## src/rtl/pattern_stim_pkg.sv

```systemverilog
// Shared types and limits for the pattern stimulus driver and its shift lanes.
package pattern_stim_pkg;

  typedef enum logic [1:0] {
    IDLE  = 2'd0,
    DRIVE = 2'd1,
    RESP  = 2'd2
  } state_t;

  localparam int MAX_VEC_LEN = 64;
  localparam int MAX_SETTLE  = 255;

  // Index width for an n-entry range; never narrower than one bit.
  function automatic int idx_width(input int n);
    return (n <= 2) ? 1 : $clog2(n);
  endfunction

endpackage

```

## src/rtl/stim_shift_lane.sv

```systemverilog
// Loadable right-shift register; lsb_o presents the bit due to be driven next.
module stim_shift_lane #(
  parameter int VEC_LEN = 8
) (
  input  logic               clk_i,
  input  logic               rst_n_i,
  input  logic               load_i,
  input  logic [VEC_LEN-1:0] load_val_i,
  input  logic               shift_i,
  output logic               lsb_o
);

  logic [VEC_LEN-1:0] sr_q;

  always_ff @(posedge clk_i) begin
    if (!rst_n_i) begin
      sr_q <= '0;
    end else if (load_i) begin
      sr_q <= load_val_i;
    end else if (shift_i) begin
      sr_q <= sr_q >> 1;
    end
  end

  assign lsb_o = sr_q[0];

endmodule

```

## src/rtl/pattern_stim_driver.sv

```systemverilog
// Serialises stimulus word pairs onto a two-input netlist, holds each pair for
// SETTLE_CYC cycles, and gathers the sampled output into a response word.
module pattern_stim_driver
  import pattern_stim_pkg::*;
#(
  parameter int VEC_LEN    = 8,
  parameter int SETTLE_CYC = 2
) (
  input  logic               iccad_clk,
  input  logic               iccad_rst_n,
  input  logic [VEC_LEN-1:0] vec_a,
  input  logic [VEC_LEN-1:0] vec_b,
  input  logic               vec_valid,
  output logic               vec_ready,
  output logic               drv_inp1,
  output logic               drv_inp2,
  input  logic               dut_out,
  output logic [VEC_LEN-1:0] rsp_data,
  output logic               rsp_valid,
  input  logic               rsp_ready,
  output logic               busy,
  output state_t             dbg_state
);

  // Handshakes: a word moves on any rising edge where valid and ready are both
  // high; valid is never retracted by this block until that edge.
  localparam int BW = idx_width(VEC_LEN);
  localparam int SW = $clog2(SETTLE_CYC + 1);
  localparam logic [BW-1:0] LAST_BIT    = BW'(VEC_LEN - 1);
  localparam logic [SW-1:0] LAST_SETTLE = SW'(SETTLE_CYC - 1);

  if (VEC_LEN < 1 || VEC_LEN > MAX_VEC_LEN ||
      SETTLE_CYC < 1 || SETTLE_CYC > MAX_SETTLE) begin : g_bad_param
    $error("pattern_stim_driver: VEC_LEN or SETTLE_CYC out of range");
  end

  state_t             state_q;
  logic [SW-1:0]      settle_q;
  logic [BW-1:0]      bit_idx_q;
  logic [VEC_LEN-1:0] rsp_data_q;
  logic               rsp_valid_q;
  logic               vec_ready_q;
  logic               busy_q;
  logic               drv1_q;
  logic               drv2_q;

  logic accept;
  logic last_settle;
  logic advance;
  logic lane_a_lsb;
  logic lane_b_lsb;

  assign accept      = (state_q == IDLE) && vec_valid;
  assign last_settle = (settle_q == LAST_SETTLE);
  assign advance     = (state_q == DRIVE) && last_settle && (bit_idx_q != LAST_BIT);

  // Bit 0 goes straight to the drive flops, so the lanes hold only the rest.
  stim_shift_lane #(.VEC_LEN(VEC_LEN)) u_lane_a (
    .clk_i      (iccad_clk),
    .rst_n_i    (iccad_rst_n),
    .load_i     (accept),
    .load_val_i (vec_a >> 1),
    .shift_i    (advance),
    .lsb_o      (lane_a_lsb)
  );

  stim_shift_lane #(.VEC_LEN(VEC_LEN)) u_lane_b (
    .clk_i      (iccad_clk),
    .rst_n_i    (iccad_rst_n),
    .load_i     (accept),
    .load_val_i (vec_b >> 1),
    .shift_i    (advance),
    .lsb_o      (lane_b_lsb)
  );

  always_ff @(posedge iccad_clk) begin
    if (!iccad_rst_n) begin
      state_q     <= IDLE;
      settle_q    <= '0;
      bit_idx_q   <= '0;
      rsp_data_q  <= '0;
      rsp_valid_q <= 1'b0;
      vec_ready_q <= 1'b1;
      busy_q      <= 1'b0;
      drv1_q      <= 1'b0;
      drv2_q      <= 1'b0;
    end else begin
      case (state_q)
        IDLE: begin
          if (vec_valid) begin
            drv1_q      <= vec_a[0];
            drv2_q      <= vec_b[0];
            settle_q    <= '0;
            bit_idx_q   <= '0;
            vec_ready_q <= 1'b0;
            busy_q      <= 1'b1;
            state_q     <= DRIVE;
          end
        end
        DRIVE: begin
          if (last_settle) begin
            rsp_data_q[bit_idx_q] <= dut_out;
            settle_q              <= '0;
            if (bit_idx_q != LAST_BIT) begin
              bit_idx_q <= bit_idx_q + 1'b1;
              drv1_q    <= lane_a_lsb;
              drv2_q    <= lane_b_lsb;
            end else begin
              drv1_q      <= 1'b0;
              drv2_q      <= 1'b0;
              rsp_valid_q <= 1'b1;
              state_q     <= RESP;
            end
          end else begin
            settle_q <= settle_q + 1'b1;
          end
        end
        RESP: begin
          if (rsp_ready) begin
            rsp_valid_q <= 1'b0;
            vec_ready_q <= 1'b1;
            busy_q      <= 1'b0;
            state_q     <= IDLE;
          end
        end
        default: state_q <= IDLE;
      endcase
    end
  end

  assign vec_ready = vec_ready_q;
  assign drv_inp1  = drv1_q;
  assign drv_inp2  = drv2_q;
  assign rsp_data  = rsp_data_q;
  assign rsp_valid = rsp_valid_q;
  assign busy      = busy_q;
  assign dbg_state = state_q;

endmodule

```

## config.mk

```make
export PLATFORM = sky130hd
export DESIGN_NAME = pattern_stim_driver
export DESIGN_NICKNAME = d
export VERILOG_FILES = /design/src/rtl/pattern_stim_pkg.sv /design/src/rtl/stim_shift_lane.sv /design/src/rtl/pattern_stim_driver.sv
export SDC_FILE = /design/constraint.sdc
export NUM_CORES = 1
export LEC_CHECK = 0
export ABC_AREA = 1
export BUFFER_PORTS_ARGS = -buffer_cell sky130_fd_sc_hd__buf_2
export CAP_MARGIN = 25
export CORE_MARGIN = 3
export CORE_UTILIZATION = 30
export CTS_CLUSTER_SIZE = 25
export DETAILED_ROUTE_END_ITERATION = 6
export GPL_ROUTABILITY_DRIVEN = 0
export GPL_TIMING_DRIVEN = 0
export MAX_ROUTING_LAYER = met4
export SYNTH_ARGS = -nofsm -noshare
export SYNTH_HDL_FRONTEND = slang
export SYNTH_SLANG_ARGS = --single-unit
```

## constraint.sdc

```tcl
create_clock -name iccad_clk -period 2.15 [get_ports iccad_clk]
set_input_delay 0.645 -clock iccad_clk [delete_from_list [all_inputs] [get_ports iccad_clk]]
set_output_delay 0.645 -clock iccad_clk [all_outputs]
set_load 0.02 [all_outputs]
```

==> run_results.csv <==
group,metric,value,unit
status,status,"finished, final reports clean",
power,seqPwrFrac,0.482,
detailed_routing,ant_nets,0,
grt,globalRouteOverflowTotal,0,
synthesis,synth.area.mux_share,0,
synthesis,yosysSeqAreaShare,0.3962,
synthesis,synth_common_cells,"81 x nand2_1, 63 x nor2_1, 34 x dfxtp_1, 29 x inv_1, 29 x nand3_1",
power,fin_total_pwr,1.450,mW
setup_path,critPathTopFamily,"flip-flops",
final_layout,utilization,0.3874,
setup_path,crit_type,"flop to output pin",
clocking,cts_buffers,5,
detailed_routing,num_vias,1689,
synthesis,syn_nets,300,
synthesis,yosysTopAreaCell,"dfxtp_1",
clocking,cts-root-buf,"clkbuf_8",
floorplanning,die_h,81.67,um
clocking,cts_tree,"built",
setup_path,crit_path_start_kind,"flop",
detailed_routing,first_iter_violations,85,
grt,antenna_found_initial,0,
synthesis,synth_top_family_by_area,"simple AND/OR/NAND/NOR gates",
synthesis,synth_area_leaders,"dfxtp_1 40%, nand2_1 18%, nor2_1 14%, nand3_1 8.4%, inv_1 6.3%",
power,p_int,1.026,mW
floorplanning,ios,36,
detailed_routing,drcViolationCount,0,
detailed_routing,via_per_inst,4.353,
power,clkPwrFrac,0.339,
sta,period_share,0.7506,
synthesis,synthXorXnorAreaFrac,0,
setup_path,cp_max_fo,7,
detailed_routing,wire_per_inst,10.67,um
setup_path,worstPathCellList,"buf_2",
synthesis,ys_warn_count,0,
setup_path,crit_buf_inv,1,
synthesis,synth-simple-area-share,0.4465,
setup_path,worstSetupEndpointType,"output pin",
sta,slew_headroom,0.7042,
clocking,clk_latency,0.28,ns
clocking,cts_num_sinks,34,
synthesis,synth_area,1718,um2
final_layout,syn2layout_area_growth,20.32,%
sta,period_needed,1.614,ns
final_layout,antenna_cells,0,
setup_path,path_depth,1,
floorplanning,rows,26,
power,power.density,701.3,nW/um2
floorplanning,start_util,0.3220,
setup_path,rrSetupSlack,0.64,ns
final_layout,drive_above_1_share,0.1761,
synthesis,postSynthCellCount,276,
synthesis,yosysTopAreaCellShare,0.3962,
worst_hold_path,hp-class,"flop to flop",
setup_path,worst_r2r_endpoint,"bit_idx_q[2]$_SDFFE_PN0P_",
synthesis,synthAdderAreaFrac,0.02185,
power,ir_drop,413.3,uV
sta,fmax,619.7,MHz
power,leakage,1.062,nW
run,drv_cap,0,
power,switching_share,0.2922,
sta,fin_skew,0.005647,ns
floorplanning,dieArea,6670,um2
sta,hold_viol_final,0,
placed_design,hpwl,3.009,mm
setup_path,cp.required,1.50,ns
final_layout,layout.nets,341,
setup_path,crit_arrival,0.97,ns
power,p_sw,0.4235,mW
setup_path,ff2ff_path_depth,7,
clocking,clkTransAtPathRegs,0.07,ns
power,power_frac_comb,0.179,
synthesis,synth-compound-area-share,0.04151,
floorplanning,fp.dieW,81.67,um
sta,drv_slew,0,
clocking,post_cts_buffers,0,
clocking,hold_buffers,0,
synthesis,yosysMostFrequentCell,"nand2_1",
final_layout,nFillCells,614,
grt,grt.total_usage,0.1443,
setup_path,timing.rr.start,"bit_idx_q[1]$_SDFFE_PN0P_",
worst_hold_path,worstHoldPathCells,2,
placed_design,portBuffers,34,
grt,grt_max_degree,11,
sta,finalSetupTns,0,ns
detailed_routing,wl,4.140,mm
sta,grt_setup_unrepaired,"no",
synthesis,synthFlopType,"dfxtp_1",
setup_path,cpPeakStageDelay,0.47,ns
setup_path,crit_slowest_cell,"dfxtp_1",
sta,worst_pin_slew,0.4437,ns
clocking,post_cts_resized,0,
detailed_routing,first_pass_iters,4,
grt,grt_pass1_wl,7.148,mm
synthesis,synth_edf_count,0,
worst_hold_path,min_from,"busy$_SDFFE_PN0P_",
synthesis,ys_seq_elements,34,
floorplanning,coreArea,5335,um2
synthesis,avgSynthCellArea,6.224,um2
worst_hold_path,min_to,"busy$_SDFFE_PN0P_",
grt,grt_pass1_vias,1605,
clocking,htreeDepth,2,
synthesis,synth_cell_type_count,18,
synthesis,async_flop_share,0,
sta,finalSetupViolations,0,
clocking,clock_path_buffers,2,
per-stage QoR:
stage,std cells,setup slack [ns],instance area [um2],hold slack [ns]
final,388,0.5363,2067,0.4581
after global routing,388,0.4354,2067,0.4880
after CTS,388,0.5222,2067,0.4645
after detailed placement,380,0.3859,1976,0.4531
after global placement,380,0.3781,1976,0.4513
after floorplan,276,0.7573,1718,0.4574
power by group through the flow:
stage | clock network (mW) | registers, mW | logic, mW
2_1_floorplan | 0 | 0.720 | 0.181
3_3_place_gp | 0 | 0.712 | 0.261
3_5_place_dp | 0 | 0.713 | 0.262
4_1_cts | 0.511 | 0.699 | 0.264
5_1_grt | 0.536 | 0.705 | 0.307
6_report | 0.491 | 0.699 | 0.260
worst max path at each step:
| stage | startpoint | end | slack [ns] |
|---|---|---|---|
| floorplan | iccad_rst_n | dbg_state[0]$_SDFFE_PN0P_ | 0.76 |
| global placement | iccad_rst_n | dbg_state[0]$_SDFFE_PN0P_ | 0.38 |
| detailed placement | iccad_rst_n | dbg_state[0]$_SDFFE_PN0P_ | 0.39 |
| CTS | dbg_state[0]$_SDFFE_PN0P_ | dbg_state[0] | 0.52 |
| global route | bit_idx_q[1]$_SDFFE_PN0P_ | bit_idx_q[2]$_SDFFE_PN0P_ | 0.44 |
| finish | dbg_state[0]$_SDFFE_PN0P_ | dbg_state[0] | 0.54 |
cells by family after synthesis:
family          Yosys count
fa+ha+maj                 3
simple gates            184
compound gates           14
flops                    34
buf+inv                  41
placed cells by master, fill, tap and decap left out, drive strengths merged, types with 5 or more instances in the layout:
cell	n
buf	40
nand2	84
clkbuf	11
nor2	66
a21oi	8
dfxtp	34
o21ai	5
nand3	30
inv	31
metal layers:
layer	part of all wire	global-route usage
met1	0.50	0.1809
met2	0.44	0.2215
met3	0.041	0.03618
met4	0.019	0.05980
met5	0	-
layout make-up:
| cell class | count | area (um2) | share of cell area |
|---|---|---|---|
| repair buffers | 34 | 170.2 | 0.08232 |
| inverters | 31 | 116.4 | 0.05630 |
| plain buffers | 10 | 45.04 | 0.02179 |
| flip-flops and latches | 34 | 680.7 | 0.3293 |
| clock inverters | 1 | 5.005 | 0.002421 |
| multi-input cells | 201 | 875.8 | 0.4237 |
| well taps | 70 | 87.58 | 0.04237 |
| clock buffers | 7 | 86.33 | 0.04177 |
tightest hold or removal path, delay by kind of cell, from the launching register on:
| family | cells | cell delay (ns) |
|---|---|---|
| and+or+nand+nor | 1 | 0.06 |
| AOI/OAI and AO/OA | 1 | 0.05 |
| DFF | 1 | 0.31 |
registers in the layout (all words and copies together) (netlist names):
register	flops
drv_inp2	1
settle_q	2
dbg_state	2
rsp_data	8
u_lane_b.sr_q	7
bit_idx_q	3
drv_inp1	1
vec_ready	1
u_lane_a.sr_q	7
rsp_valid	1
busy	1
Power figures use the tool's default switching activity.
